## config.mk

```make
export PLATFORM = sky130hd
export DESIGN_NAME = instr_fetch_unit
export DESIGN_NICKNAME = d
export VERILOG_FILES = /design/src/rtl/instr_fetch_unit.sv
export SDC_FILE = /design/constraint.sdc
export NUM_CORES = 1
export LEC_CHECK = 0
export CORE_ASPECT_RATIO = 0.7
export CORE_MARGIN = 10
export CORE_UTILIZATION = 44
export CTS_CLUSTER_SIZE = 12
export DETAILED_ROUTE_END_ITERATION = 10
export PLACE_DENSITY = 0.86
export SLEW_MARGIN = 20
export SYNTH_ARGS = -nofsm -noshare
export SYNTH_HDL_FRONTEND = slang
export SYNTH_SLANG_ARGS = --single-unit
```

## constraint.sdc

```tcl
create_clock -name clk -period 7.9 [get_ports clk]
set_clock_uncertainty 0.2 [all_clocks]
set_input_delay 1.58 -clock clk [delete_from_list [all_inputs] [get_ports clk]]
set_output_delay 1.58 -clock clk [all_outputs]
set_load 0.01 [all_outputs]
```

## src/rtl/instr_fetch_unit.sv

```systemverilog
// RV64 fetch stage: PC, one-outstanding imem request/grant/response, instruction register.
// Latency: grant N, rvalid N+1, instr_valid N+2. Backpressure: stall holds the instruction register.
// Optional FETCH_MISALIGN_TRAP_EN: misaligned redirect traps into FAULT instead of being forced aligned.
module instr_fetch_unit #(
  parameter logic [63:0] RESET_PC = 64'h0,
  parameter logic [31:0] NOP_WORD = 32'h00000013
) (
  input  logic        clk,
  input  logic        reset,
  output logic        imem_req,
  output logic [63:0] imem_addr,
  input  logic        imem_gnt,
  input  logic        imem_rvalid,
  input  logic [31:0] imem_rdata,
  input  logic        stall,
  input  logic        redirect,
  input  logic [63:0] redirect_target,
  output logic [31:0] instruction,
  output logic        instr_valid,
  output logic [63:0] pc_out,
  output logic        misalign_trap
);

`ifdef FETCH_MISALIGN_TRAP_EN
  typedef enum logic [2:0] {FETCH, WAIT, HOLD, DROP, FAULT} state_t;
`else
  typedef enum logic [1:0] {FETCH, WAIT, HOLD, DROP} state_t;
`endif

  state_t      state_q, state_d;
  logic [63:0] pc_q, pc_d;
  logic [31:0] instr_q, instr_d;
  logic        vld_q, vld_d;
  logic        trap_q, trap_d;
  logic        drop_fault_q, drop_fault_d;
  logic        in_flight;
  logic        misaligned;
  logic [63:0] target;

`ifdef FETCH_MISALIGN_TRAP_EN
  assign misaligned = |redirect_target[1:0];
  assign target     = redirect_target;
`else
  logic unused_target_lsb;
  assign unused_target_lsb = ^redirect_target[1:0];
  assign misaligned        = 1'b0;
  assign target            = {redirect_target[63:2], 2'b00};
`endif

  // A response is still owed if a grant happens now or an earlier grant has not been answered.
  assign in_flight = (state_q == FETCH && imem_gnt) ||
                     ((state_q == WAIT || state_q == DROP) && !imem_rvalid);

  always_comb begin
    state_d      = state_q;
    pc_d         = pc_q;
    instr_d      = instr_q;
    vld_d        = vld_q;
    trap_d       = trap_q;
    drop_fault_d = drop_fault_q;
    if (redirect) begin
      pc_d    = target;
      vld_d   = 1'b0;
      instr_d = NOP_WORD;
      trap_d  = misaligned;
`ifdef FETCH_MISALIGN_TRAP_EN
      drop_fault_d = misaligned;
      if (in_flight)       state_d = DROP;
      else if (misaligned) state_d = FAULT;
      else                 state_d = FETCH;
`else
      drop_fault_d = 1'b0;
      state_d      = in_flight ? DROP : FETCH;
`endif
    end else begin
      case (state_q)
        FETCH: if (imem_gnt) state_d = WAIT;
        WAIT: begin
          if (imem_rvalid) begin
            instr_d = imem_rdata;
            vld_d   = 1'b1;
            state_d = HOLD;
          end
        end
        HOLD: begin
          if (!stall) begin
            pc_d    = pc_q + 64'd4;
            vld_d   = 1'b0;
            instr_d = NOP_WORD;
            state_d = FETCH;
          end
        end
        DROP: begin
`ifdef FETCH_MISALIGN_TRAP_EN
          if (imem_rvalid) state_d = drop_fault_q ? FAULT : FETCH;
`else
          if (imem_rvalid) state_d = FETCH;
`endif
        end
        default: ;
      endcase
    end
  end

  always_ff @(posedge clk) begin
    if (!reset) begin
      state_q      <= FETCH;
      pc_q         <= RESET_PC;
      instr_q      <= NOP_WORD;
      vld_q        <= 1'b0;
      trap_q       <= 1'b0;
      drop_fault_q <= 1'b0;
    end else begin
      state_q      <= state_d;
      pc_q         <= pc_d;
      instr_q      <= instr_d;
      vld_q        <= vld_d;
      trap_q       <= trap_d;
      drop_fault_q <= drop_fault_d;
    end
  end

  // Request is suppressed while reset is asserted so nothing is issued before release.
  assign imem_req      = reset && (state_q == FETCH);
  assign imem_addr     = pc_q;
  assign pc_out        = pc_q;
  assign instruction   = instr_q;
  assign instr_valid   = vld_q;
  assign misalign_trap = trap_q;

endmodule

```

# ---- After elaboration in Yosys (flattened, before gate mapping)
# Cells that the tools add are included.
dict set report totals {
  ff_bits 99
  inputBits 102
  word_cells 48
}
dict set report op_classes {
  n_eq_ne 10
  mux 16
  reduce_logical 14
  bitwise 2
  addsub 1
}
# operator count
set ops {}
lappend ops {{64-bit two-way mux} 3}
lappend ops {{64-bit by 3-bit adder with 64-bit output (second input constant)} 1}
lappend ops {{32-bit two-way mux} 2}
lappend ops {{32-bit case mux with 2 select lines} 1}
lappend ops {{2-bit two-way mux} 6}
lappend ops {{3-bit inequality test (second input constant)} 4}
lappend ops {{2-bit case mux with 4 select lines} 1}
lappend ops {{2-bit equality test (second input constant)} 2}
lappend ops {{2-bit inequality test (second input constant)} 2}
lappend ops {{2-bit AND reduction} 2}
lappend ops {{4-bit AND reduction} 1}
lappend ops {{2-bit nonzero test} 2}
lappend ops {{1-bit logical AND} 3}
lappend ops {{3-bit AND reduction} 1}
lappend ops {{2-bit by 1-bit equality test with 1-bit output (second input constant)} 1}
lappend ops {{2-bit zero test} 1}
lappend ops {{1-bit logical OR} 2}
lappend ops {{1-bit two-way mux} 2}
lappend ops {{2-bit by 1-bit inequality test with 1-bit output (second input constant)} 1}
lappend ops {{1-bit NOT} 2}
lappend ops {{1-bit case mux with 2 select lines} 1}
lappend ops {{2-bit OR reduction} 1}
lappend ops {{1-bit zero test} 1}

# ---- Longest topological paths before layout
# Gate-level depths: netlist of run 1.
dict set report depth {
  ltp_word 6
  ltp_mapped 8
  ltp_nobuf 6
}

# ---- Worst setup path after synthesis of run 1
# Ideal clock, no wire load.
dict set report synth_timing {
  kind {input to output}
  from {in reset}
  to {out imem_req}
  required_ns 6.120
  path_stages 4
  slack_ns 3.807
  path_buffers 2
  arrival_time_ns 2.313
  cell_sequence {inv_1 > clkbuf_1 > buf_1 > nor3_1}
}
dict set report synth_via {
  elab_chain_cells 1
}
# item line_no
set synth_lines {}
lappend synth_lines {{start: declaration} 9} ;# input logic reset,
lappend synth_lines {{1-bit logical AND} 124} ;# assign imem_req = reset && (state_q == FETCH);
lappend synth_lines {{end: declaration} 10} ;# output logic imem_req,
# Every way passes these cells.

# ---- Worst setup path in the final report of run 1
dict set report layout_timing {
  from {in stall}
  to {reg pc_q[45] (netlist: imem_addr[45])}
}
dict set report layout_via {
  elab_chain_cells 2
}
# item line_no
set layout_lines {}
lappend layout_lines {{start: declaration} 15} ;# input logic stall,
lappend layout_lines {{2-bit by 1-bit inequality test with 1-bit output (no source line)} n/a}
lappend layout_lines {{2-bit AND reduction (no source line)} n/a}
lappend layout_lines {{end signal: assignment} 115} ;# pc_q <= pc_d;
lappend layout_lines {{end: declaration} 31} ;# logic [63:0] pc_q, pc_d;
# Every way passes these cells.
# A chain may end at the register's enable or synchronous reset.

==> flow_summary_export.csv, run 1 <==
group,metric,value,unit
run_status,status,"complete, no violations",
critical_path,critPathLaunchType,"primary input",
die,ios,265,
clocking,clkLatencyLatePin,340,ps
clocking,post_cts_buffers,0,
global_routing,grt_pass1_vias,5512,
synth,syn_area_per_cell,8.01,um2
sta,fin_tns_setup,0,ps
global_routing,grt_overflow,0,
global_routing,antenna_found_initial,1,
clocking,h-tree-depth,3,
synth,synthFlopType,"dfxtp_1",
die,die_y,113,um
die,die_area,17200,um2
synth,synthCells,677,
routing,wl_per_cell,19.9,um
die,start_util,0.456,
die,fp.dieW,153,um
global_routing,grt_pass1_wl,31800,um
sta,period_share,0.609,
synth,mappedNetlistArea,5420,um2
critical_path,endpoint_kind,"flip-flop",
sta,timing.slew.headroom,0.340,
cells_and_area,fin_nets,952,
placement,pre_cts_ws,2810,ps
power,power.total,1.27,mW
die,core,11900,um2
clocking,cts_tree,"built",
clocking,clockBufferDepth,2,
clocking,cts-resized-gates,0,
sta,timing.fmax,0.208,GHz
synth,yosysUniqueCellTypes,50,
clocking,cts_sinks,97,
critical_path,crit_type,"primary input to flip-flop",
routing,first_pass_iters,5,
clocking,root_buffer,"clkbuf_16",
clocking,path_clk_slew,70,ps
power,p_leak,2.64,nW
global_routing,grt_usage,0.222,
sta,drv_slew,0,
routing,vias,5857,
critical_path,path_max_fanout,17,
cells_and_area,instances_no_fill,1012,
routing,wl,20200,um
synth,ys_seq_area_frac,0.358,
routing,initialDrtViolationCount,546,
sta,grt_setup_unrepaired,"false",
placement,place_congestion,0.912,
power,p_per_area,161,nW/um2
routing,antenna_left,0,
routing,drc_errors,0,
cells_and_area,area_growth,46.0,%
hold_path,worst_hold_path_type,"flip-flop to flip-flop",
synth,synth-seq-cells,97,
placement,hpwl,15200,um
synth,yosysWarningCount,0,
sta,hold_viol_final,0,
clocking,cts_hold_buf,0,
synth,synth-edff-count,0,
clocking,numCtsBuffers,9,
sta,period_needed,4810,ps
global_routing,grt_max_degree,78,
cells_and_area,layout-drive-gt1-share,0.0433,
sta,setup_violations,0,
placement,dp.cells,995,
sta,worst_slew_pin_slew,986,ps
sta,fin_ws,3090,ps
critical_path,required,7970,ps
placement,portBuffers,257,
cells_and_area,fillers,1028,
synth,async_flop_share,0,
job,drv_cap,0,
routing,vias_per_cell,5.79,
power,vdd_drop_max,0.0000961,V
die,num_rows,33,
critical_path,worstPathArrival,4880,ps
[synthesized netlist by cell type, types with 2 or more instances]
| cell | number | area [um2] |
|---|---|---|
| o31ai_1 | 8 | 60.1 |
| o311a_1 | 3 | 30.0 |
| buf_4 | 67 | 503 |
| o31a_1 | 4 | 35.0 |
| nand2_1 | 42 | 158 |
| a22oi_1 | 29 | 218 |
| o21a_1 | 2 | 15.0 |
| nor3b_1 | 6 | 45.0 |
| nand3_1 | 20 | 100 |
| nor2_1 | 69 | 259 |
| and4_1 | 5 | 43.8 |
| or4_1 | 11 | 82.6 |
| o21ai_0 | 46 | 230 |
| or3_1 | 6 | 37.5 |
| inv_1 | 7 | 26.3 |
| nor4_1 | 19 | 119 |
| xnor2_1 | 11 | 96.3 |
| or2_2 | 3 | 18.8 |
| mux2_2 | 3 | 33.8 |
| and3_1 | 14 | 87.6 |
| a31oi_1 | 16 | 100 |
| a21oi_1 | 23 | 115 |
| nor4b_1 | 2 | 17.5 |
| mux2i_1 | 3 | 30.0 |
| and2_1 | 4 | 25.0 |
| nand2b_1 | 4 | 25.0 |
| buf_2 | 3 | 15.0 |
| o22ai_1 | 6 | 37.5 |
| dfxtp_1 | 97 | 1940 |
| a211oi_1 | 15 | 113 |
| nor2b_1 | 2 | 12.5 |
| buf_1 | 3 | 11.3 |
| nand4_1 | 38 | 238 |
| clkbuf_1 | 33 | 124 |
| xor2_1 | 20 | 175 |
| nor3_1 | 19 | 95.1 |
[report_power, final]
group / internal, mW / leakage [nW] / switching [mW] / total [mW]
Clock: 0.263 / 0.149 / 0.190 / 0.453
Combinational: 0.151 / 1.69 / 0.108 / 0.259
Sequential: 0.515 / 0.798 / 0.0459 / 0.561
Total: 0.929 / 2.64 / 0.344 / 1.27
[sequential cells by signal (all words and copies together), names as in the netlist]
signal and count:
instr_valid 1, instruction 32, imem_addr 62, state_q 2
[through the flow]
| stage | hold WS, ps | utilization | area, um2 |
|---|---|---|---|
| after global placement | 245 | 0.640 | 7600 |
| after global routing | 305 | 0.666 | 7920 |
| after CTS | 257 | 0.665 | 7910 |
| after detailed placement | 247 | 0.640 | 7600 |
| final | 254 | 0.666 | 7920 |
| after floorplan | 281 | - | 5440 |
[cell usage in the layout, fill, tap and decap left out, types with 5 or more instances in the layout]
master,synthesis,final
nand4_1,38,38
nor4_1,19,19
a21oi_1,23,23
or3_1,6,6
nor2_1,69,67
clkbuf_16,0,9
a31oi_1,16,16
xor2_1,20,20
clkdlybuf4s50_1,0,256
or4_1,11,11
o22ai_1,6,6
buf_4,67,6
dfxtp_1,97,97
a22oi_1,29,29
o21ai_0,46,46
nand3_1,20,20
a211oi_1,15,15
and3_1,14,14
and4_1,5,5
conb_1,1,5
nand2_1,42,42
nor3b_1,6,5
nor3_1,19,19
xnor2_1,11,11
inv_1,7,6
o31ai_1,8,8
[layout make-up]
| class | count | area, um2 | area share |
|---|---|---|---|
| multi-input combinational | 471 | 2830 | 0.358 |
| clock inverter | 4 | 51.3 | 0.00648 |
| sequential | 97 | 1940 | 0.245 |
| inverter | 7 | 26.3 | 0.00332 |
| clock buffer | 12 | 256 | 0.0324 |
| antenna | 1 | 2.50 | 0.000316 |
| timing repair buffer | 263 | 2610 | 0.330 |
| tap | 157 | 196 | 0.0248 |
[cell families (layout without fill, tap and decap cells)]
family / count (synthesis) / in the layout / share of synthesized area
buffers and inverters: 113 / 286 / 0.125
other: 1 / 6 / 0.000691
AOI/OAI and AO/OA: 157 / 157 / 0.184
muxes: 6 / 6 / 0.0118
xor gates and xnor gates: 31 / 31 / 0.0501
and+or+nand+nor: 271 / 271 / 0.268
DFF: 97 / 97 / 0.358
adders and majority gates: 1 / 1 / 0.00231
[critical path, cell delays in order]
cell	delay (ps)
clkdlybuf4s50_1	450
or3b_1	690
nor4_4	750
nand4_1	610
or4_1	600
a31oi_1	190
[per-layer routing]
metal / vias to the layer above / GRT usage / wire (um)
met5: - / 0 / 0
met4: 0 / 0.0387 / 142
met3: 12 / 0.0897 / 2340
met2: 308 / 0.356 / 9280
met1: 2755 / 0.279 / 8400
li1: 2782 / - / -
[worst paths after layout]
path,startpoint,endpoint,slack (ps),cells past startpoint
min,instr_valid$_SDFFE_PP0P_,instr_valid$_SDFFE_PP0P_,250,2
max reg2reg,state_q[1]$_SDFFE_PN0P_,imem_addr[45]$_SDFFE_PN0P_,4300,5
max,stall,imem_addr[45]$_SDFFE_PN0P_,3090,6
min reg2reg,instr_valid$_SDFFE_PP0P_,instr_valid$_SDFFE_PP0P_,250,2
Power figures use the tool's default switching activity.
==> inputs of run 2 (changes only) <==
--- a/config.mk
+++ b/config.mk
@@ -7,10 +7,10 @@
 export LEC_CHECK = 0
 export CORE_ASPECT_RATIO = 0.7
 export CORE_MARGIN = 10
-export CORE_UTILIZATION = 44
+export CORE_UTILIZATION = 37
 export CTS_CLUSTER_SIZE = 12
 export DETAILED_ROUTE_END_ITERATION = 10
-export PLACE_DENSITY = 0.86
+export PLACE_DENSITY = 0.77
 export SLEW_MARGIN = 20
 export SYNTH_ARGS = -nofsm -noshare
 export SYNTH_HDL_FRONTEND = slang
==> constraint.sdc (replaced) <==
create_clock -name clk -period 4.4 [get_ports clk]
set_clock_uncertainty 0.2 [all_clocks]
set_input_delay 0.88 -clock clk [delete_from_list [all_inputs] [get_ports clk]]
set_output_delay 0.88 -clock clk [all_outputs]
set_load 0.01 [all_outputs]
==> flow_summary_export.csv, run 2 (synthesized netlist as in run 1, its figures left out) <==
group,metric,value,unit
run_status,status,"complete, no violations",
routing,vias_per_cell,5.51,
routing,first_pass_iters,6,
die,core,14100,um2
cells_and_area,final_cell_mix,"clkdlybuf4s50_1, dfxtp_1, nor2_1",
critical_path,crit_family,"simple AND/OR/NAND/NOR gates",
critical_path,critPathLaunchType,"primary input",
sta,timing.slew.headroom,0.390,
placement,place_congestion,0.918,
clocking,clkLatencyLatePin,350,ps
critical_path,required,4440,ps
power,comb_power_share,0.209,
cells_and_area,area_growth,47.1,%
job,drv_cap,0,
clocking,h-tree-depth,3,
global_routing,grt_pass1_wl,31600,um
power,p_clk_frac,0.344,
sta,fin_tns_setup,0,ps
critical_path,crit_type,"primary input to flip-flop",
routing,initialDrtViolationCount,533,
power,p_per_area,282,nW/um2
cells_and_area,final_common_cell,"clkdlybuf4s50_1",
sta,drv_slew,0,
clocking,root_buffer,"clkbuf_16",
sta,period_share,0.777,
placement,placed_cell_area,7690,um2
die,die_y,121,um
critical_path,worstPathArrival,3460,ps
die,fp.dieW,165,um
placement,portBuffers,257,
cells_and_area,largest_reg_flops,62,
die,die_area,20000,um2
cells_and_area,fin_area,7980,um2
routing,antenna_left,0,
critical_path,reg2reg_slack,1200,ps
sta,setup_violations,0,
clocking,cts_sinks,97,
cells_and_area,fillers,1322,
die,start_util,0.383,
power,p_switching,0.657,mW
sta,worst_slew_pin_slew,908,ps
cells_and_area,layout-drive-gt1-share,0.0512,
critical_path,crit_path_cell_trace,"clkdlybuf4s50_1 -> or3b_1 -> nor4_4 -> buf_4 -> nand4_1 -> o31a_1 -> o311a_1",
clocking,cts_hold_buf,0,
clocking,post_cts_buffers,0,
routing,vias,5782,
routing,wl,21000,um
clocking,path_clk_slew,70,ps
routing,wl_per_cell,20.0,um
clocking,cts_tree,"built",
clocking,cts-resized-gates,0,
critical_path,slowest_delay,460,ps
critical_path,cp_slowest_cell,"nand4_1",
power,swShare,0.292,
placement,dp.cells,1033,
global_routing,antenna_found_initial,1,
global_routing,grt_max_degree,67,
cells_and_area,num_antenna_cells,0,
clocking,clockBufferDepth,2,
sta,period_needed,3420,ps
critical_path,cp.buffers_inverters,2,
sta,timing.fmax,0.292,GHz
die,ios,265,
critical_path,path_max_fanout,14,
power,seqPwrFrac,0.448,
die,num_rows,36,
cells_and_area,instances_no_fill,1049,
placement,hpwl,16000,um
power,p_leak,2.65,nW
global_routing,grt_usage,0.200,
hold_path,worst_hold_path_type,"flip-flop to flip-flop",
routing,drc_errors,0,
power,intPower,1.59,mW
critical_path,endpoint_kind,"flip-flop",
sta,hold_viol_final,0,
global_routing,grt_pass1_vias,5446,
cells_and_area,fin_nets,957,
power,vdd_drop_max,0.000186,V
sta,grt_setup_unrepaired,"false",
clocking,numCtsBuffers,9,
global_routing,grt_overflow,0,
## run 2: changes by cell type in the layout (fill, tap and decap cells not counted), moves of 2 or more
cell	previous run	this run
inv_8	0	2
buf_4	6	10
clkbuf_8	2	0
clkinvlp_4	1	3
## run 2: path summary, 6_finish.rpt
path	start	end	depth (start not counted)
min reg2reg	instr_valid$_SDFFE_PP0P_	instr_valid$_SDFFE_PP0P_	2
max	stall	imem_addr[53]$_SDFFE_PN0P_	7
max reg2reg	imem_addr[3]$_SDFFE_PN0P_	imem_addr[60]$_SDFFE_PN0P_	6
min	instr_valid$_SDFFE_PP0P_	instr_valid$_SDFFE_PP0P_	2
## run 2: layer usage
layer	track usage	share of wire
met1	0.256	0.43
met2	0.308	0.44
met3	0.0820	0.12
met4	0.0414	0.0080
met5	0	0.00086
## run 2: stage by stage
step / worst slack, ps / power [mW] / utilization / hold WS (ps)
final: 981 / 2.25 / 0.564 / 271
after global routing: 879 / 2.34 / 0.564 / 274
after CTS: 1010 / 2.27 / 0.564 / 266
after detailed placement: 640 / 1.50 / 0.544 / 256
after global placement: 709 / 1.49 / 0.544 / 243
after floorplan: 1570 / 1.23 / - / 281
## run 2: power groups by stage
stage | sequential [mW] | combinational, mW | clock (mW)
2_1_floorplan | 1.02 | 0.212 | 0
3_3_place_gp | 1.02 | 0.468 | 0
3_5_place_dp | 1.03 | 0.472 | 0
4_1_cts | 1.01 | 0.474 | 0.792
5_1_grt | 1.02 | 0.506 | 0.821
6_report | 1.01 | 0.469 | 0.774
## run 2: worst reg2reg max path, cell delays in order, from the launching register on
cell	delay [ps]
dfxtp_1	490
ha_1	310
nand4_1	380
or4_4	630
or4_1	460
or4_1	510
a31oi_1	160
## run 2: final cells by class
class | instances | area (um2) | area share
Multi-Input combinational cell | 471 | 2830 | 0.354
Timing Repair Buffer | 268 | 2660 | 0.333
Sequential cell | 97 | 1940 | 0.243
Tap cell | 190 | 238 | 0.0298
Clock buffer | 9 | 225 | 0.0282
Clock inverter | 7 | 62.6 | 0.00784
Inverter | 7 | 26.3 | 0.00329
==> inputs of run 3 (changes only) <==
==> constraint.sdc (replaced) <==
create_clock -name clk -period 3 [get_ports clk]
set_clock_uncertainty 0.2 [all_clocks]
set_input_delay 0.6 -clock clk [delete_from_list [all_inputs] [get_ports clk]]
set_output_delay 0.6 -clock clk [all_outputs]
set_load 0.01 [all_outputs]
==> flow_summary_export.csv, run 3 (synthesized netlist as in run 1, its figures left out) <==
group,metric,value,unit
run_status,status,"complete, no violations",
power,vdd_drop_max,0.000261,V
sta,drv_slew,0,
sta,timing.slew.headroom,0.515,
clocking,post_cts_buffers,0,
global_routing,antenna_found_initial,0,
power,seqPwrFrac,0.442,
routing,top_layer,"met4",
sta,hold_viol_final,0,
routing,wl_per_cell,19.6,um
die,core,14100,um2
placement,place_congestion,0.920,
sta,fin_tns_setup,0,ps
die,fp.dieW,165,um
routing,antenna_left,0,
critical_path,cp_slowest_cell,"or3b_1",
clocking,root_buffer,"clkbuf_16",
critical_path,critPathLaunchType,"primary input",
power,intPower,2.35,mW
clocking,cts_sinks,97,
critical_path,crit_type,"primary input to flip-flop",
die,die_area,20000,um2
power,comb_power_share,0.220,
hold_path,hold_start,"instr_valid$_SDFFE_PP0P_",
die,start_util,0.383,
routing,vias_per_cell,5.46,
cells_and_area,final_cell_mix,"clkdlybuf4s50_1, dfxtp_1, nor2_1",
global_routing,grt_max_degree,55,
global_routing,grt_pass1_vias,5557,
hold_path,worst_hold_path_type,"flip-flop to flip-flop",
cells_and_area,layout-drive-gt1-share,0.0883,
placement,pre_cts_ws,-140,ps
cells_and_area,final_common_cell,"clkdlybuf4s50_1",
power,p_leak,2.82,nW
clocking,clkLatencyLatePin,350,ps
clocking,cts_hold_buf,0,
critical_path,slowest_delay,480,ps
sta,timing.fmax,0.359,GHz
clocking,cts-resized-gates,0,
critical_path,worstPathArrival,2860,ps
sta,fin_ws,214,ps
critical_path,endpoint_kind,"flip-flop",
sta,period_needed,2790,ps
sta,period_share,0.929,
power,p_clk_frac,0.338,
cells_and_area,area_growth,52.1,%
power,p_switching,0.957,mW
placement,hpwl,16700,um
cells_and_area,instances_no_fill,1086,
critical_path,path_max_fanout,5,
critical_path,startpoint,"stall",
clocking,clockBufferDepth,2,
routing,first_pass_iters,5,
cells_and_area,largest_reg_flops,62,
job,drv_cap,0,
critical_path,required,3070,ps
routing,initialDrtViolationCount,396,
critical_path,timing.rr.start,"imem_addr[2]$_SDFFE_PN0P_",
sta,worst_slew_pin_slew,726,ps
placement,portBuffers,257,
clocking,cts_tree,"built",
routing,wl,21300,um
routing,met1_length,9220,um
sta,grt_setup_unrepaired,"false",
die,ios,265,
die,die_y,121,um
placement,dp.cells,1069,
clocking,path_clk_slew,70,ps
cells_and_area,fillers,1268,
routing,drc_errors,0,
global_routing,grt_usage,0.200,
clocking,h-tree-depth,3,
cells_and_area,fin_nets,993,
routing,wl_met3,2490,um
sta,setup_violations,0,
power,p_per_area,401,nW/um2
global_routing,grt_overflow,0,
power,swShare,0.289,
global_routing,grt_pass1_wl,32000,um
clocking,numCtsBuffers,9,
die,num_rows,36,
routing,dr_wl_met2,9390,um
critical_path,crit_path_cell_trace,"clkdlybuf4s50_1 -> or3b_1 -> buf_4 -> nor3_2 -> nand4_1 -> or3_1 -> a31oi_1",
routing,vias,5931,
[run 3: metal layers]
layer / up-vias / global-route usage
met5: - / 0
met4: 0 / 0.0386
met3: 20 / 0.0797
met2: 275 / 0.310
met1: 2781 / 0.257
li1: 2855 / -
[run 3: layout make-up]
cell class / instances / area, um2 / area share
antenna: 1 / 2.50 / 0.000303
clock buffer: 10 / 229 / 0.0278
clock inverter: 6 / 51.3 / 0.00622
inverter: 7 / 26.3 / 0.00319
multi-input combinational: 471 / 2830 / 0.343
sequential: 97 / 1940 / 0.235
tap: 190 / 238 / 0.0288
timing repair buffer: 304 / 2930 / 0.355
[run 3: through the flow]
step,area [um2],hold WS (ps),power (mW),util
floorplan,5440,281,1.81,-
global placement,7960,244,2.21,0.563
detailed placement,7970,248,2.22,0.563
CTS,8250,257,3.33,0.583
global route,8250,278,3.45,0.583
finish,8250,258,3.30,0.583
[run 3: power by group through the flow]
stage | Combinational (mW) | Clock [mW] | Sequential (mW)
2_1_floorplan | 0.311 | 0 | 1.50
3_3_place_gp | 0.721 | 0 | 1.49
3_5_place_dp | 0.728 | 0 | 1.49
4_1_cts | 0.732 | 1.14 | 1.46
5_1_grt | 0.782 | 1.19 | 1.47
6_report | 0.727 | 1.12 | 1.46
[run 3: final timing paths]
| check | depth (start not counted) | slack, ps | end |
|---|---|---|---|
| worst min-delay path | 2 | 260 | instr_valid$_SDFFE_PP0P_ |
| worst max register to register | 6 | 310 | imem_addr[60]$_SDFFE_PN0P_ |
| worst max-delay path | 7 | 210 | imem_addr[28]$_SDFFE_PN0P_ |
| worst min register to register | 2 | 260 | instr_valid$_SDFFE_PP0P_ |
[run 3: critical path, delay by kind of cell]
kind,cells,cell delay (ps)
buffers and inverters,2,620
AND/OR/NAND/NOR,4,1490
AO/OA/AOI/OAI,1,160
